==> config.mk <==
export PLATFORM = sky130hd
export DESIGN_NAME = bp_resolve
export DESIGN_NICKNAME = d
export VERILOG_FILES = /design/src/rtl/bp_resolve.sv
export SDC_FILE = /design/constraint.sdc
export NUM_CORES = 1
export LEC_CHECK = 0
export ABC_AREA = 1
export CAP_MARGIN = 20
export CELL_PAD_IN_SITES_DETAIL_PLACEMENT = 1
export CELL_PAD_IN_SITES_GLOBAL_PLACEMENT = 1
export CORE_AREA = 2 2 192 194
export CTS_CLUSTER_DIAMETER = 60
export CTS_CLUSTER_SIZE = 8
export DETAILED_ROUTE_END_ITERATION = 6
export DIE_AREA = 0 0 194 196
export HOLD_SLACK_MARGIN = 0.05
export PLACE_DENSITY_LB_ADDON = 0.15
export SETUP_SLACK_MARGIN = 0.02
export SYNTH_ARGS = -nofsm -noshare
export SYNTH_HDL_FRONTEND = slang
export SYNTH_SLANG_ARGS = --single-unit
==> constraint.sdc <==
create_clock -name clk -period 6.12 [get_ports clk]
set_clock_uncertainty 0.1 [all_clocks]
set_input_delay 0.918 -clock clk [delete_from_list [all_inputs] [get_ports clk]]
set_output_delay 0.918 -clock clk [all_outputs]
set_load 0.05 [all_outputs]
==> src/rtl/bp_resolve.sv <==
// bp_resolve: in-order queue of issued taken-predictions, checked against EX resolution.
// Optional build macro BP_RESOLVE_STATS_EN adds resolved/mispredict counters.
module bp_resolve #(
  parameter int DEPTH = 4,
  parameter int BR_WD = 33
) (
  input  logic             clk,
  input  logic             resetn,
  input  logic             pred_valid,
  input  logic [31:0]      pred_pc,
  input  logic [31:0]      pred_target,
  output logic             pred_ready,
  input  logic             res_valid,
  input  logic [31:0]      res_pc,
  input  logic             res_taken,
  input  logic [31:0]      res_target,
  output logic [BR_WD-1:0] br_bus,
  output logic [31:0]      delayslot_pc,
  output logic             flush
`ifdef BP_RESOLVE_STATS_EN
  ,
  output logic [31:0]      stat_resolved,
  output logic [31:0]      stat_mispred
`endif
);

  localparam int AW = (DEPTH > 1) ? $clog2(DEPTH) : 1;
  localparam logic [AW:0] FULL_CNT = (AW+1)'(DEPTH);

  logic [31:0]   pc_q  [DEPTH];
  logic [31:0]   tgt_q [DEPTH];
  logic [AW-1:0] wr_ptr_q, wr_ptr_d;
  logic [AW-1:0] rd_ptr_q, rd_ptr_d;
  logic [AW:0]   count_q, count_d;

  logic          br_e_q;
  logic [31:0]   br_target_q, br_target_d;
  logic [31:0]   dslot_q, dslot_d;
  logic          flush_q;

  logic [31:0]   head_pc, head_tgt;
  logic          not_empty, hit, push, pop, mispredict;
  logic [31:0]   redirect_tgt;

  assign head_pc   = pc_q[rd_ptr_q];
  assign head_tgt  = tgt_q[rd_ptr_q];
  assign not_empty = (count_q != '0);
  assign hit       = res_valid & not_empty & (head_pc == res_pc);

  // A hit that resolves not-taken, a taken branch with no record, or a wrong
  // predicted target all require a redirect.
  always_comb begin
    mispredict   = 1'b0;
    redirect_tgt = res_target;
    if (res_valid) begin
      if (res_taken) begin
        mispredict = !hit || (head_tgt != res_target);
      end else if (hit) begin
        mispredict   = 1'b1;
        redirect_tgt = res_pc + 32'd4;
      end
    end
  end

  assign pred_ready = (count_q != FULL_CNT);
  assign push       = pred_valid & pred_ready & !mispredict;
  assign pop        = hit & !mispredict;

  always_comb begin
    wr_ptr_d = wr_ptr_q;
    rd_ptr_d = rd_ptr_q;
    count_d  = count_q;
    if (mispredict) begin
      // The flush empties the queue and drops any same-cycle push.
      wr_ptr_d = '0;
      rd_ptr_d = '0;
      count_d  = '0;
    end else begin
      if (push) wr_ptr_d = wr_ptr_q + 1'b1;
      if (pop)  rd_ptr_d = rd_ptr_q + 1'b1;
      case ({push, pop})
        2'b10:   count_d = count_q + 1'b1;
        2'b01:   count_d = count_q - 1'b1;
        default: count_d = count_q;
      endcase
    end
  end

  always_comb begin
    br_target_d = br_target_q;
    dslot_d     = dslot_q;
    if (mispredict) begin
      br_target_d = redirect_tgt;
      dslot_d     = res_pc;
    end
  end

  always_ff @(posedge clk) begin
    if (push) begin
      pc_q[wr_ptr_q]  <= pred_pc;
      tgt_q[wr_ptr_q] <= pred_target;
    end
  end

  always_ff @(posedge clk) begin
    if (!resetn) begin
      wr_ptr_q    <= '0;
      rd_ptr_q    <= '0;
      count_q     <= '0;
      br_e_q      <= 1'b0;
      br_target_q <= '0;
      dslot_q     <= '0;
      flush_q     <= 1'b0;
    end else begin
      wr_ptr_q    <= wr_ptr_d;
      rd_ptr_q    <= rd_ptr_d;
      count_q     <= count_d;
      br_e_q      <= mispredict;
      br_target_q <= br_target_d;
      dslot_q     <= dslot_d;
      flush_q     <= mispredict;
    end
  end

  assign br_bus       = BR_WD'({br_e_q, br_target_q});
  assign delayslot_pc = dslot_q;
  assign flush        = flush_q;

`ifdef BP_RESOLVE_STATS_EN
  logic [31:0] stat_res_q, stat_res_d;
  logic [31:0] stat_mis_q, stat_mis_d;

  always_comb begin
    stat_res_d = stat_res_q;
    stat_mis_d = stat_mis_q;
    if (res_valid && (hit || res_taken) && (stat_res_q != 32'hFFFF_FFFF))
      stat_res_d = stat_res_q + 32'd1;
    if (mispredict && (stat_mis_q != 32'hFFFF_FFFF))
      stat_mis_d = stat_mis_q + 32'd1;
  end

  always_ff @(posedge clk) begin
    if (!resetn) begin
      stat_res_q <= '0;
      stat_mis_q <= '0;
    end else begin
      stat_res_q <= stat_res_d;
      stat_mis_q <= stat_mis_d;
    end
  end

  assign stat_resolved = stat_res_q;
  assign stat_mispred  = stat_mis_q;
`endif

endmodule

## Yosys cells after proc, flatten, opt, wreduce, memory -nomap -nowiden

Memories as Yosys holds them, arrays and structs flattened. A register that Yosys moved wholly into a read port is not among the register bits.
Index checks and enable logic that the tools add are counted.

| cells by class | value |
|---|---|
| shifts and indexed selects | 0 |
| reductions and logical operators | 6 |
| order comparisons | 0 |
| bitwise gates (word level) | 6 |
| equality and inequality tests | 5 |
| divide/modulo/power cells | 0 |
| add/subtract/negate cells | 5 |
| multiply operators | 0 |
| mux-type cells | 13 |

Operator list:

| operator | number |
|---|---|
| $mux 32 | 3 |
| $add 32x3->32 const B | 1 |
| $eq 32x32->1 | 1 |
| $ne 32x32->1 | 1 |
| $mux 2 | 4 |
| $pmux 3 s2 | 1 |
| $and 1x1->1 | 5 |
| $mux 1 | 5 |
| $add 2x1->2 const B | 2 |
| $add 3x1->3 const B | 1 |
| $ne 3x3->1 const B | 1 |
| $reduce_bool 3->1 | 1 |
| $sub 3x1->3 const B | 1 |
| $eq 2x1->1 const B | 1 |
| $eq 2x2->1 const B | 1 |
| $logic_not 1->1 | 2 |
| $reduce_bool 2->1 | 1 |
| $reduce_or 2->1 | 1 |
| $logic_or 1x1->1 | 1 |
| $not 1->1 | 1 |

| word-level totals | value |
|---|---|
| memories kept | 2 |
| word-level logic and storage cells | 43 |
| latch bits | 0 |
| ROM bits | 0 |
| RAM bits | 256 |
| bits of input ports | 133 |
| bits in registers | 72 |

Memories:

| memory | depth | width | read ports | clocked after memory_dff | write ports | line | RTL |
|---|---|---|---|---|---|---|---|
| pc_q | 4 | 32 | 1 | 1 | 1 | 30 | `logic [31:0] pc_q [DEPTH];` |
| tgt_q | 4 | 32 | 1 | 1 | 1 | 31 | `logic [31:0] tgt_q [DEPTH];` |

## Longest topological paths before layout

| depth | value |
|---|---|
| depth after elaboration | 11 |
| depth in mapped cells | 25 |

## Least setup slack after synthesis

Ideal clock, no wire load.

| path | value |
|---|---|
| path kind | input -> register |
| start point | input res_pc[12] |
| end point | memory pc_q[0][0] (enable) |
| data required time | 5534 ps |
| path buffers | 2 |
| setup slack | 566 ps |
| stages | 14 |
| arrival time | 4968 ps |
| cells stage by stage | clkbuf_1 > inv_1 > nand3_1 > nand2_1 > nor2_1 > nand2_1 > nor2_1 > nand3_1 > nor2_4 > nand2_2 > nand3_2 > buf_6 > nand2_2 > nor2_1 |

| between the ends | value |
|---|---|
| cells in the longest elaborated chain, start to end | 10 |
| elaborated cells on any way between the ends | 11 |
| classes of those cells | eq/ne (1); mux (5); bitwise (2); reduce/logical (3) |

RTL lines:

| what | line | RTL |
|---|---|---|
| from (decl) | 14 | `input logic [31:0] res_pc,` |
| $eq 32x32->1 * | 48 | `assign hit = res_valid & not_empty & (head_pc == res_pc);` |
| $and 1x1->1 * | 48 |  |
| $logic_not 1->1 | 57 | `mispredict = !hit \|\| (head_tgt != res_target);` |
| $logic_or 1x1->1 | 57 |  |
| $mux 1 * | 56 | `if (res_taken) begin` |
| $mux 1 * | 55 | `if (res_valid) begin` |
| $logic_not 1->1 * | 66 | `assign push = pred_valid & pred_ready & !mispredict;` |
| $and 1x1->1 * | 66 |  |
| $mux 1 * | 99 | `if (push) begin` |
| $mux 1 (not written as such) * | 100 | `pc_q[wr_ptr_q] <= pred_pc;` |
| to (decl) | 30 |  |

Mark *: on every way between the ends. The rest lies on a longest branch, timed or not.

==> run summary <==
• register — sort of element at the start of the critical path
• 0 ns — final total negative setup slack
• 1959 — number of nets in the layout
• 0.79 ns — Largest stage delay, worst path
• 0.0361 sq mm — core region area
• 0% — share of flip-flops with an asynchronous set or reset after synthesis
• 330 — Seq cells post-synth
• 4.58% — share of final-layout standard cells stronger than drive strength 1
• finished clean — status
• count_q[2]$_SDFFE_PP0P_ — endpoint of the worst register-to-register path
• register to register — class of the most critical setup path
• buf_4 -> nand2_1 -> nand3_1 -> nand2_1 -> nand2_1 -> nand2_1 -> nor2_1 -> nand3b_1 -> nor2_1 -> nand3_1 -> nand2_1 -> nand3_2 -> nand2_2 -> ha_1 -> inv_1 -> fa_1 -> a21oi_1 -> o21ai_0 -> xor2_1 -> nor2_1 — Cell Chain, Critical Path
• 0 — number of buffers inserted to repair setup after CTS
• 0 — quantity of hold-fixing buffers added after cts
• 3 — maximum root-to-sink buffer count
• 0 — Final Max Slew Viols
• 76.4% — Tcrit/Tclk final
• 5.06 ns — arrival time at the worst endpoint
• sky130_fd_sc_hd__clkbuf_16 — clk root buf
• register to register — Hold WC Path Type
• 2670 um — met3 routed wirelength
• 214 MHz — Peak Freq
• 12500 — number of global-route vias before repair
• 87 — maximum number of pins on one net before global-route repair
• 0.000242 V — Max VDD drop
• sky130_fd_sc_hd__nand2_1 — most common library cell in the layout ignoring fill and taps
• register — type of element capturing the critical path
• 1626 — cell count after synthesis
• 86 — maximum net fanout on the critical path
• 256 — number of synthesized flops with an enable pin
• 0.933 — Placer Congestion
• false — unrepaired setup endpoints after global routing
• count_q[2]$_SDFFE_PP0P_ — Worst Setup EP
• 1.44 ns — reg2reg setup slack
• 0.56 ns — insertion delay to the later sink of the worst-skew pair
• 0 — Remaining DRCs
• 12100 — number of vias after detailed routing
• 22600 um — detailed-routed wire length on met2
• met4 — highest metal layer used by the detailed router
• sky130_fd_sc_hd__nand2_1 — Top cell by count, worst path
• 0 — count of inserted antenna diode cells
• 51.8% — Finished Core Util
• 293 mW/mm^2 — total power per unit cell area
• 61.5% — fraction of the yosys area taken by sequential cells
• 0.367 ns — Fin Hold WS
• 4.68 ns — shortest clock period the worst path allows after layout
• 2 — number of levels the H-tree was split into
• sky130_fd_sc_hd__edfxtp_1 52%, sky130_fd_sc_hd__nand2_1 17%, sky130_fd_sc_hd__dfxtp_1 9.9% — leading post-synthesis cells by cell area
• done — CTS tree
• 0.0380 sq mm — Die Area
• 780 — initial DRC count
• 25.2% — area delta synth->final
• 75700 um — global-route wire length before repair
• 0.05 ns — CTS clk-pin slew, worst paths
• 1766 — Syn Nets
• 0 — Hold Fails Final Rpt
• 41.3% — Starting Density
• sky130_fd_sc_hd__buf_4 — cell with the largest stage delay on the worst path
• 70 — std cell rows
• 48 — TritonCTS buffer count
• 0.958 ns — Tightest Pin Transition
• 0 — number of max-cap violations
• 7.67 nW — leakage power
• 196 um — die height
• 0 — final-report setup violation count
• 199 — Port Buffers
• 51.5% — fraction of synthesized cell area taken by the top area cell type
• 661 x sky130_fd_sc_hd__nand2_1, 258 x sky130_fd_sc_hd__nand3_1, 256 x sky130_fd_sc_hd__edfxtp_1 — most used cells in the layout excluding fill and tap cells
• 0 — count of nets left with antenna violations after detail routing
• 34300 um — post-detail-place hpwl
• 21.5 um — drt wl/cell
• 194 um — Chip Width
• 0 — number of warnings reported in the yosys synthesis log
• 5 — TritonRoute pass-1 iters
• 28 — number of distinct library cells after synthesis
• 6.50 ns — critical path data required time
• 5.26 — mean number of vias per cell
• sky130_fd_sc_hd__edfxtp_1 — cell taking the most area after synthesis
• 200 — count of pins on the block boundary
• 0.0149 sq mm — mapped cell area
• 22700 um — routed metal-1 wirelength
• 9.18 sq um — synthesized area divided by synthesized cell count
• sky130_fd_sc_hd__edfxtp_1 — flip-flop cell with the highest count after synthesis
• 0 — GRT Residual Overflow
• 0 — post-CTS resize count
• 0 — initial antenna violation count
• 330 — number of clock sinks
• 36.1% — headroom to the max-slew limit
• 49400 um — drt total wl
• 20 — Register-to-Register Path Depth
• 26.1% — global-route usage over all layers
[synthesized netlist by cell type, types with 2 or more instances]
library cell                 n
sky130_fd_sc_hd__xor2_1     36
sky130_fd_sc_hd__buf_6       3
sky130_fd_sc_hd__inv_1      94
sky130_fd_sc_hd__buf_2      36
sky130_fd_sc_hd__o21ai_0    32
sky130_fd_sc_hd__nor2_1     75
sky130_fd_sc_hd__nor4_1      4
sky130_fd_sc_hd__dfxtp_1    74
sky130_fd_sc_hd__inv_2       2
sky130_fd_sc_hd__buf_1       3
sky130_fd_sc_hd__buf_4      12
sky130_fd_sc_hd__o21ai_1     3
sky130_fd_sc_hd__nand3_1   258
sky130_fd_sc_hd__clkbuf_1   16
sky130_fd_sc_hd__nor3_1     17
sky130_fd_sc_hd__nand2_1   661
sky130_fd_sc_hd__nand3b_1   16
sky130_fd_sc_hd__a21oi_1     5
sky130_fd_sc_hd__nand2_2     4
sky130_fd_sc_hd__xnor2_1     4
sky130_fd_sc_hd__nand4_1     4
sky130_fd_sc_hd__edfxtp_1  256
sky130_fd_sc_hd__ha_1        6
[power breakdown]
| part | switching, mW | total, mW | internal, mW |
|---|---|---|---|
| clock network | 0.919 | 2.41 | 1.49 |
| logic | 0.356 | 0.545 | 0.189 |
| registers | 0.0258 | 2.53 | 2.50 |
[layer usage]
metal,vias up,track usage [%]
met5,-,0
met4,0,8.02
met3,83,4.37
met2,349,41.8
met1,5913,36.4
li1,5761,-
[worst min path at each step]
stage	end	startpoint	slack, ns	depth (start not counted)
6_report	br_target_q[31]$_SDFFE_PN0P_	br_target_q[31]$_SDFFE_PN0P_	0.37	2
5_1_grt	delayslot_pc[5]$_SDFFE_PN0P_	delayslot_pc[5]$_SDFFE_PN0P_	0.39	2
4_1_cts	br_target_q[31]$_SDFFE_PN0P_	br_target_q[31]$_SDFFE_PN0P_	0.37	2
3_5_place_dp	br_target_q[31]$_SDFFE_PN0P_	br_target_q[31]$_SDFFE_PN0P_	0.36	2
3_3_place_gp	delayslot_pc[25]$_SDFFE_PN0P_	delayslot_pc[25]$_SDFFE_PN0P_	0.36	2
2_1_floorplan	count_q[0]$_SDFFE_PP0P_	count_q[0]$_SDFFE_PP0P_	0.35	2
[flip-flops by register name, summed over array words and instances, names as in the netlist, named ones only]
| name | cells |
|---|---|
| br_target_q | 32 |
| pc_q | 128 |
| flush | 1 |
| delayslot_pc | 32 |
| wr_ptr_q | 2 |
| rd_ptr_q | 2 |
| tgt_q | 128 |
| count_q | 3 |
[layout make-up]
cell class | instances | area [sq um]
Sequential cell | 330 | 9170
Multi-Input combinational cell | 1130 | 5050
Tap cell | 468 | 586
Clock inverter | 3 | 28.8
Timing Repair Buffer | 213 | 2140
Clock buffer | 63 | 1330
Fill cell | 4141 | 17400
Inverter | 96 | 362
[critical path, delay by kind of cell (launching register included)]
family | cells | cell delay (ns)
simple gates | 13 | 1.76
buf+inv | 2 | 0.87
flops | 1 | 0.67
fa+ha+maj | 2 | 0.62
compound gates | 2 | 0.32
xor+xnor | 1 | 0.15
[stage by stage]
stage | cells | setup WS, ns | total power [mW] | instance area (sq um)
final | 2303 | 1.44 | 5.48 | 18700
after global routing | 2303 | 1.09 | 5.66 | 18700
after CTS | 2303 | 1.49 | 5.52 | 18700
after detailed placement | 2237 | 1.61 | 3.11 | 17300
after global placement | 2237 | 1.71 | 3.10 | 17300
after floorplan | 1626 | 0.566 | 2.83 | 14900
[kinds of logic after synthesis]
group | synth area share (%)
adders and majority gates | 0.637
xor gates and xnor gates | 2.35
buffers and inverters | 4.93
AOI/OAI and AO/OA | 1.34
DFF | 61.5
and+or+nand+nor | 29.3
(Power assumes the default switching activity.)
